--- src/rtl/fifo_sync_param.sv ---
// Parametrised single-clock FIFO with almost-full/empty flags; 1-cycle registered read (buf_out/rd_valid).
// Backpressure: pushes when full are dropped unless a pop happens in the same cycle; pops when empty are ignored.
// Optional sticky overflow/underflow flags under macro FIFO_ERR_FLAGS_EN (tied to 0 when undefined).
module fifo_sync_param #(
    parameter int DATA_W    = 8,
    parameter int ADDR_W    = 4,
    parameter int AF_THRESH = 14,
    parameter int AE_THRESH = 2
) (
    input  logic              clk,
    input  logic              rst,
    input  logic              wr_en,
    input  logic [DATA_W-1:0] buf_in,
    input  logic              rd_en,
    output logic [DATA_W-1:0] buf_out,
    output logic              rd_valid,
    output logic              buf_empty,
    output logic              buf_full,
    output logic              almost_empty,
    output logic              almost_full,
    output logic [ADDR_W:0]   fifo_counter,
    input  logic              err_clr,
    output logic              overflow,
    output logic              underflow
);

    localparam int DEPTH = 2 ** ADDR_W;
    localparam int CNT_W = ADDR_W + 1;
    localparam logic [CNT_W-1:0] DEPTH_C = CNT_W'(DEPTH);
    localparam logic [CNT_W-1:0] AF_C    = CNT_W'(AF_THRESH);
    localparam logic [CNT_W-1:0] AE_C    = CNT_W'(AE_THRESH);

    if (!((AE_THRESH < AF_THRESH) && (AF_THRESH <= DEPTH))) begin : g_thresh_bad
        $error("fifo_sync_param: thresholds must satisfy AE_THRESH < AF_THRESH <= DEPTH");
    end

    logic [DATA_W-1:0] mem_q [DEPTH];
    logic [ADDR_W-1:0] wr_ptr_q, wr_ptr_d;
    logic [ADDR_W-1:0] rd_ptr_q, rd_ptr_d;
    logic [CNT_W-1:0]  cnt_q, cnt_d;
    logic [DATA_W-1:0] buf_out_q, buf_out_d;
    logic              rd_valid_q;
    logic              do_wr, do_rd;

    // Flags decode straight from the count register so they track it with no extra delay.
    assign buf_empty    = (cnt_q == '0);
    assign buf_full     = (cnt_q == DEPTH_C);
    assign almost_empty = (cnt_q <= AE_C);
    assign almost_full  = (cnt_q >= AF_C);
    assign fifo_counter = cnt_q;
    assign buf_out      = buf_out_q;
    assign rd_valid     = rd_valid_q;

    // A pop in the same cycle frees a slot, so a full FIFO still accepts the push.
    assign do_rd = rd_en & ~buf_empty;
    assign do_wr = wr_en & (~buf_full | do_rd);

    always_comb begin
        wr_ptr_d  = wr_ptr_q;
        rd_ptr_d  = rd_ptr_q;
        cnt_d     = cnt_q;
        buf_out_d = buf_out_q;
        if (do_wr) begin
            wr_ptr_d = wr_ptr_q + ADDR_W'(1);
        end
        if (do_rd) begin
            rd_ptr_d  = rd_ptr_q + ADDR_W'(1);
            buf_out_d = mem_q[rd_ptr_q];
        end
        case ({do_wr, do_rd})
            2'b10:   cnt_d = cnt_q + CNT_W'(1);
            2'b01:   cnt_d = cnt_q - CNT_W'(1);
            default: cnt_d = cnt_q;
        endcase
    end

    always_ff @(posedge clk or posedge rst) begin
        if (rst) begin
            wr_ptr_q   <= '0;
            rd_ptr_q   <= '0;
            cnt_q      <= '0;
            buf_out_q  <= '0;
            rd_valid_q <= 1'b0;
        end else begin
            wr_ptr_q   <= wr_ptr_d;
            rd_ptr_q   <= rd_ptr_d;
            cnt_q      <= cnt_d;
            buf_out_q  <= buf_out_d;
            rd_valid_q <= do_rd;
        end
    end

    // Storage is deliberately left out of reset; the pointers alone define what is valid.
    always_ff @(posedge clk) begin
        if (do_wr) begin
            mem_q[wr_ptr_q] <= buf_in;
        end
    end

`ifdef FIFO_ERR_FLAGS_EN
    logic overflow_q, overflow_d;
    logic underflow_q, underflow_d;

    // A new error in the same cycle as err_clr keeps the flag set.
    always_comb begin
        overflow_d  = (err_clr ? 1'b0 : overflow_q)  | (wr_en & ~do_wr);
        underflow_d = (err_clr ? 1'b0 : underflow_q) | (rd_en & buf_empty);
    end

    always_ff @(posedge clk or posedge rst) begin
        if (rst) begin
            overflow_q  <= 1'b0;
            underflow_q <= 1'b0;
        end else begin
            overflow_q  <= overflow_d;
            underflow_q <= underflow_d;
        end
    end

    assign overflow  = overflow_q;
    assign underflow = underflow_q;
`else
    logic unused_err_clr;
    assign unused_err_clr = err_clr;
    assign overflow       = 1'b0;
    assign underflow      = 1'b0;
`endif

endmodule
--- config.mk ---
export PLATFORM = sky130hd
export DESIGN_NAME = fifo_sync_param
export DESIGN_NICKNAME = d
export VERILOG_FILES = /design/src/rtl/fifo_sync_param.sv
export SDC_FILE = /design/constraint.sdc
export NUM_CORES = 1
export LEC_CHECK = 0
export ABC_AREA = 1
export BUFFER_PORTS_ARGS = -buffer_cell sky130_fd_sc_hd__clkbuf_2
export CAP_MARGIN = 20
export CELL_PAD_IN_SITES_DETAIL_PLACEMENT = 2
export CELL_PAD_IN_SITES_GLOBAL_PLACEMENT = 2
export CORE_ASPECT_RATIO = 0.9
export CORE_MARGIN = 10
export CORE_UTILIZATION = 36
export CTS_CLUSTER_DIAMETER = 30
export DETAILED_ROUTE_END_ITERATION = 10
export GPL_TIMING_DRIVEN = 0
export HOLD_SLACK_MARGIN = 0.12
export PLACE_DENSITY_LB_ADDON = 0.25
export SLEW_MARGIN = 40
export SYNTH_ARGS = -nofsm -noshare
export SYNTH_HDL_FRONTEND = slang
export SYNTH_SLANG_ARGS = --single-unit
--- constraint.sdc ---
create_clock -name clk -period 1.71 [get_ports clk]
set_input_delay 0 -clock clk [delete_from_list [all_inputs] [get_ports clk]]
set_output_delay 0 -clock clk [all_outputs]
set_load 0.005 [all_outputs]
== Yosys cells after proc, flatten, opt, wreduce, memory -nomap -nowiden ==
Memory sizes are Yosys's and may differ from the RTL's. A register that Yosys moved wholly into a read port is not among the register bits.
Index checks and enable logic that the tools add are counted.

* Reductions and logical operators: 2
* Mux-type cells: 3
* Eq/ne operators: 3
* Bitwise operators: 5
* $add $sub $neg: 4
* $lt $le $gt $ge: 2

{| class="wikitable"
|+ Operators with widths
! kind !! number
|-
| one-hot mux 5 bit (2 select lines) || 1
|-
| adder 4 x 1 -> 4 bit, second input constant || 2
|-
| adder 5 x 1 -> 5 bit, second input constant || 1
|-
| equality test 5 bit, second input constant || 1
|-
| >= comparator 5 x 4 -> 1 bit, second input constant || 1
|-
| <= comparator 5 x 2 -> 1 bit, second input constant || 1
|-
| zero test 5 bit || 1
|-
| subtractor 5 x 1 -> 5 bit, second input constant || 1
|-
| AND 1 bit || 2
|-
| equality test 2 x 1 -> 1 bit, second input constant || 1
|-
| equality test 2 bit, second input constant || 1
|-
| 2-to-1 mux 1 bit || 2
|-
| NOT 1 bit || 2
|-
| nonzero test 2 bit || 1
|-
| bitwise OR 1 bit || 1
|}

* RAM bits: 128
* Word-level logic and storage cells: 24
* Memories: 1
* Register bits after elaboration: 14
* Bits of input ports: 13

{| class="wikitable"
|+ Memories
! name !! words !! width !! read ports !! clocked after Yosys merged registers in !! wr ports !! line !! source
|-
| mem_q || 16 || 8 || 1 || 1 || 1 || 37 || <nowiki>logic [DATA_W-1:0] mem_q [DEPTH];</nowiki>
|}

== Depth between registers and ports, before layout ==
* Depth in word-level cells: 7
* Depth in mapped cells: 14

== Worst setup path before layout ==
Ideal clock, no wire load.

* Kind: register to register
* Start point: register cnt_q[3], in the netlist fifo_counter[3]
* End point: register cnt_q[4], in the netlist fifo_counter[4]
* Required time: 1597 ps
* Stages on the path, launching flop included: 14
* Period minus slack after synthesis: 1884 ps
* Setup time: 113 ps
* Setup slack: -174 ps
* Arrival time: 1771 ps
* Path buffers: 0
* Cells stage by stage: dfrtp_1 -> nor2_2 -> nand3_1 -> nand2_2 -> inv_2 -> nand2_2 -> inv_1 -> ha_1 -> a21oi_1 -> nand3_1 -> nand2_1 -> nand3_1 -> nand2_1 -> inv_1

* Longest elaborated chain between the ends: 7
* Elaborated cells between the ends (all ways): 13
* Those cells by class: add/sub (2); eq/ne (3); mux (1); bitwise (5); reduce/logical (2)

{| class="wikitable"
|+ Ends and longest elaborated chain
! what !! line !! source
|-
| start, declared || 40 || <nowiki>logic [CNT_W-1:0] cnt_q, cnt_d;</nowiki>
|-
| start signal, assigned || 87 || <nowiki>cnt_q <= cnt_d;</nowiki>
|-
| zero test 5 bit || 46 || <nowiki>assign buf_empty = (cnt_q == '0);</nowiki>
|-
| NOT 1 bit || 55 || <nowiki>assign do_rd = rd_en & ~buf_empty;</nowiki>
|-
| AND 1 bit || 55 ||
|-
| bitwise OR 1 bit || 56 || <nowiki>assign do_wr = wr_en & (~buf_full | do_rd);</nowiki>
|-
| AND 1 bit || 56 ||
|-
| equality test 2 x 1 -> 1 bit or equality test 2 bit (tied branches) || 70 || <nowiki>case ({do_wr, do_rd})</nowiki>
|-
| one-hot mux 5 bit (2 select lines) or nonzero test 2 bit (tied branches) || - ||
|}

Parallel ways exist; a longest one is shown, timed or not.
A chain may end at the register's enable or synchronous reset.

== Worst setup path after layout ==
Same ends and word-level chain as after synthesis.

==> results.txt <==
Clock Sink Count - 150
Met1 Resource Use GR - 22.6%
Largest net degree at the start of global routing - 23
Clk Latency, worst-skew pair - 0.43 ns
Dpl hpwl - 13,900 µm
Critical Path Most Common Cell - nand2_1
Initial Utilization - 36.5%
CP endpoint kind - register
Utilization after layout - 45.1%
CP max stage delay - 0.45 ns
Most frequent cells in the layout - nand2_1 (216), edfxtp_1 (128), nand3_1 (85)
Prevailing post-synth register cell - edfxtp_1
Met3 usage - 3.06%
Slew Viols, Final - 0
Synth Instances - 642
Vias - 4,869
Status - complete, but fails checks
Maximum capacitance violations - 0
RSZ-0062 raised after global routing - true
Vert. Die Dim - 149 µm
WL/cell - 22.9 µm
Power share of the clock group - 25.5%
TritonCTS Buffers - 17
EDFF count, synth - 128
Routed Antenna Nets - 0
Vias in the first global route - 5,459
H-tree depth - 4
Worst Path Max Fanout - 4
Setup Total Neg Slack - -7.12 ns
CP max-delay cell - dfrtp_2
Final hold violations - 0
F_max - 0.516 GHz
Violated checks - negative setup slack
DRT iter0 DRCs - 321
Core Footprint - 18,300 µm²
Filler cell count - 1,910
Flop pwr share - 33.5%
Clk_skew - 0.00603 ns
Die W - 164 µm
Clk slew on worst S/H paths - 0.06 ns
Flop and latch count out of synthesis - 150
Leakage - 3.52 nW
Antenna fix cells - 0
Hold crit path type - primary input to register
Crit-path cells - nor2_4, nand3_4, nand2_4, inv_4, nand2_4, inv_4, ha_4, nand3b_1, nand3_1, nand2_1, nand2_1, nand2_1, nand2_1, inv_2
Nets - 738
Area of the multi-input gates - 1970 µm²
Fin worst setup slack - -0.230 ns
Gpl congestion - 0.839
Startpoint Class - register
Commonest non-fill, non-tap cell in the layout - nand2_1
Placed instance area - 7190 µm²
Placed Cells - 917
Synth-to-Final Area Change - 23.4%
Reg area - 4400 µm²
FFs w/ async S/R, synth - 14.7%
# DRC - 0
Number of port buffers - 29
Final hold slack - 0.107 ns
Worst slew margin relative to its limit - 62.8%
Worst Path Arrival - 2.27 ns
Syn. warnings - 0
Layout Cells excl Fill - 974
Minimum clock period - 1.94 ns
Worst slew pin tran - 0.558 ns
Initial antenna violation count - 0
Crit path buf inv count - 3
Global route overflow - 0
Total GRT Usage - 18.4%
Met2 usage in global routing - 32.1%
Row count - 47
Critical path's top delay family - simple AND/OR/NAND/NOR gates
GR peak layer - met2
Synthesized cell area - 6680 µm²
First-pass GRT wire length - 33,200 µm
Comb pwr share - 41.0%
NetSw - 0.00584 W
Share of layout cells above drive strength 1 - 21.0%
Cell internal pwr - 0.00868 W
Top-level port count - 33
Via-per-instance ratio - 5.00
Final instance area - 8240 µm²
1st-pass router iterations - 4
Mean Syn Cell Area - 10.4 µm²
CTS tree - yes
Synth cell types - 26
Final critical-path share of the clock period - 113%
Pwr dens - 1760 nW/µm²
WL final - 22,300 µm
Die Area - 24,400 µm²
Max VDD drop - 0.897 mV
Crit Path Class - register to register
Root Buffer - clkbuf_16
Clock buffer depth - 2
Finish-stage setup viols - 75
Register area share after synthesis - 65.8%
CP Data Required Time - 2.04 ns
Net Sw Frac - 40.2%
## per-layer routing
metal | wire (µm) | vias to the layer above
met4 | 399 | 0
met5 | 0 | -
met2 | 11700 | 77
met1 | 9490 | 2533
li1 | - | 2234
met3 | 630 | 25
## path summary, 6_finish.rpt
path                                  from  cells after the start  slack [ns]         endpoint
setup reg to reg           fifo_counter[3]                     14       -0.23  fifo_counter[4]
min in group asynchronous              rst                      3        0.12         rd_valid
hold / removal                   buf_in[4]                      1        0.11      mem_q[0][4]
max in group asynchronous              rst                      3        1.23  fifo_counter[2]
setup / recovery           fifo_counter[3]                     14       -0.23  fifo_counter[4]
hold reg to reg                 buf_out[5]                      2        0.49       buf_out[5]
## registers in the layout, indices dropped and copies added (netlist names)
register,cells
mem_q,128
buf_out,8
wr_ptr_q,4
rd_ptr_q,4
rd_valid,1
fifo_counter,5
## layout make-up
class | instances | area share (%)
flip-flops and latches | 150 | 53.4
clock inverters | 14 | 1.62
inverters | 93 | 4.33
clock buffers | 18 | 5.21
repair buffers | 54 | 4.67
plain buffers | 29 | 3.23
well taps | 245 | 3.72
multi-input cells | 371 | 23.8
## power groups by stage
stage | clock network [W] | registers (W) | logic, W
2_1_floorplan | 0 | 0.00484 | 0.00316
3_3_place_gp | 0 | 0.00488 | 0.00474
3_5_place_dp | 0 | 0.00492 | 0.00500
4_1_cts | 0.00372 | 0.00482 | 0.00560
5_1_grt | 0.00388 | 0.00490 | 0.00654
6_report | 0.00370 | 0.00486 | 0.00596
## kinds of logic after synthesis
kind of cell / share of synthesized area [%]
DFF: 65.8
and+or+nand+nor: 20.8
adders and majority gates: 1.80
other: 0.0561
xor gates and xnor gates: 1.18
AOI/OAI and AO/OA: 1.82
buffers and inverters: 8.63
## synthesized netlist by cell type (5+ instances only)
library cell,n,area (µm²)
buf_2,14,70.1
nand2_1,219,822
xor2_1,8,70.1
edfxtp_1,128,3840
buf_6,12,135
nor2_1,17,63.8
inv_1,87,327
dfrtp_1,22,551
o211ai_1,8,60.1
o21ai_0,5,25.0
ha_1,8,100
inv_2,5,18.8
nand3_1,88,440
## through the flow
step,power [W],worst slack [ns]
2_1_floorplan,0.00800,-0.0496
3_3_place_gp,0.00962,-0.462
3_5_place_dp,0.00992,-0.517
4_1_cts,0.0141,-0.175
5_1_grt,0.0153,-0.343
6_report,0.0145,-0.230
## timing repair
item,4_1_cts,5_1_grt
endpoints found under the hold margin,78,0
endpoints found under the setup margin,133,128
hold buffers,6,0
pin swaps,10,6
buffers inserted,14,5
gates resized for setup,49,24
(Power assumes the default switching activity.)
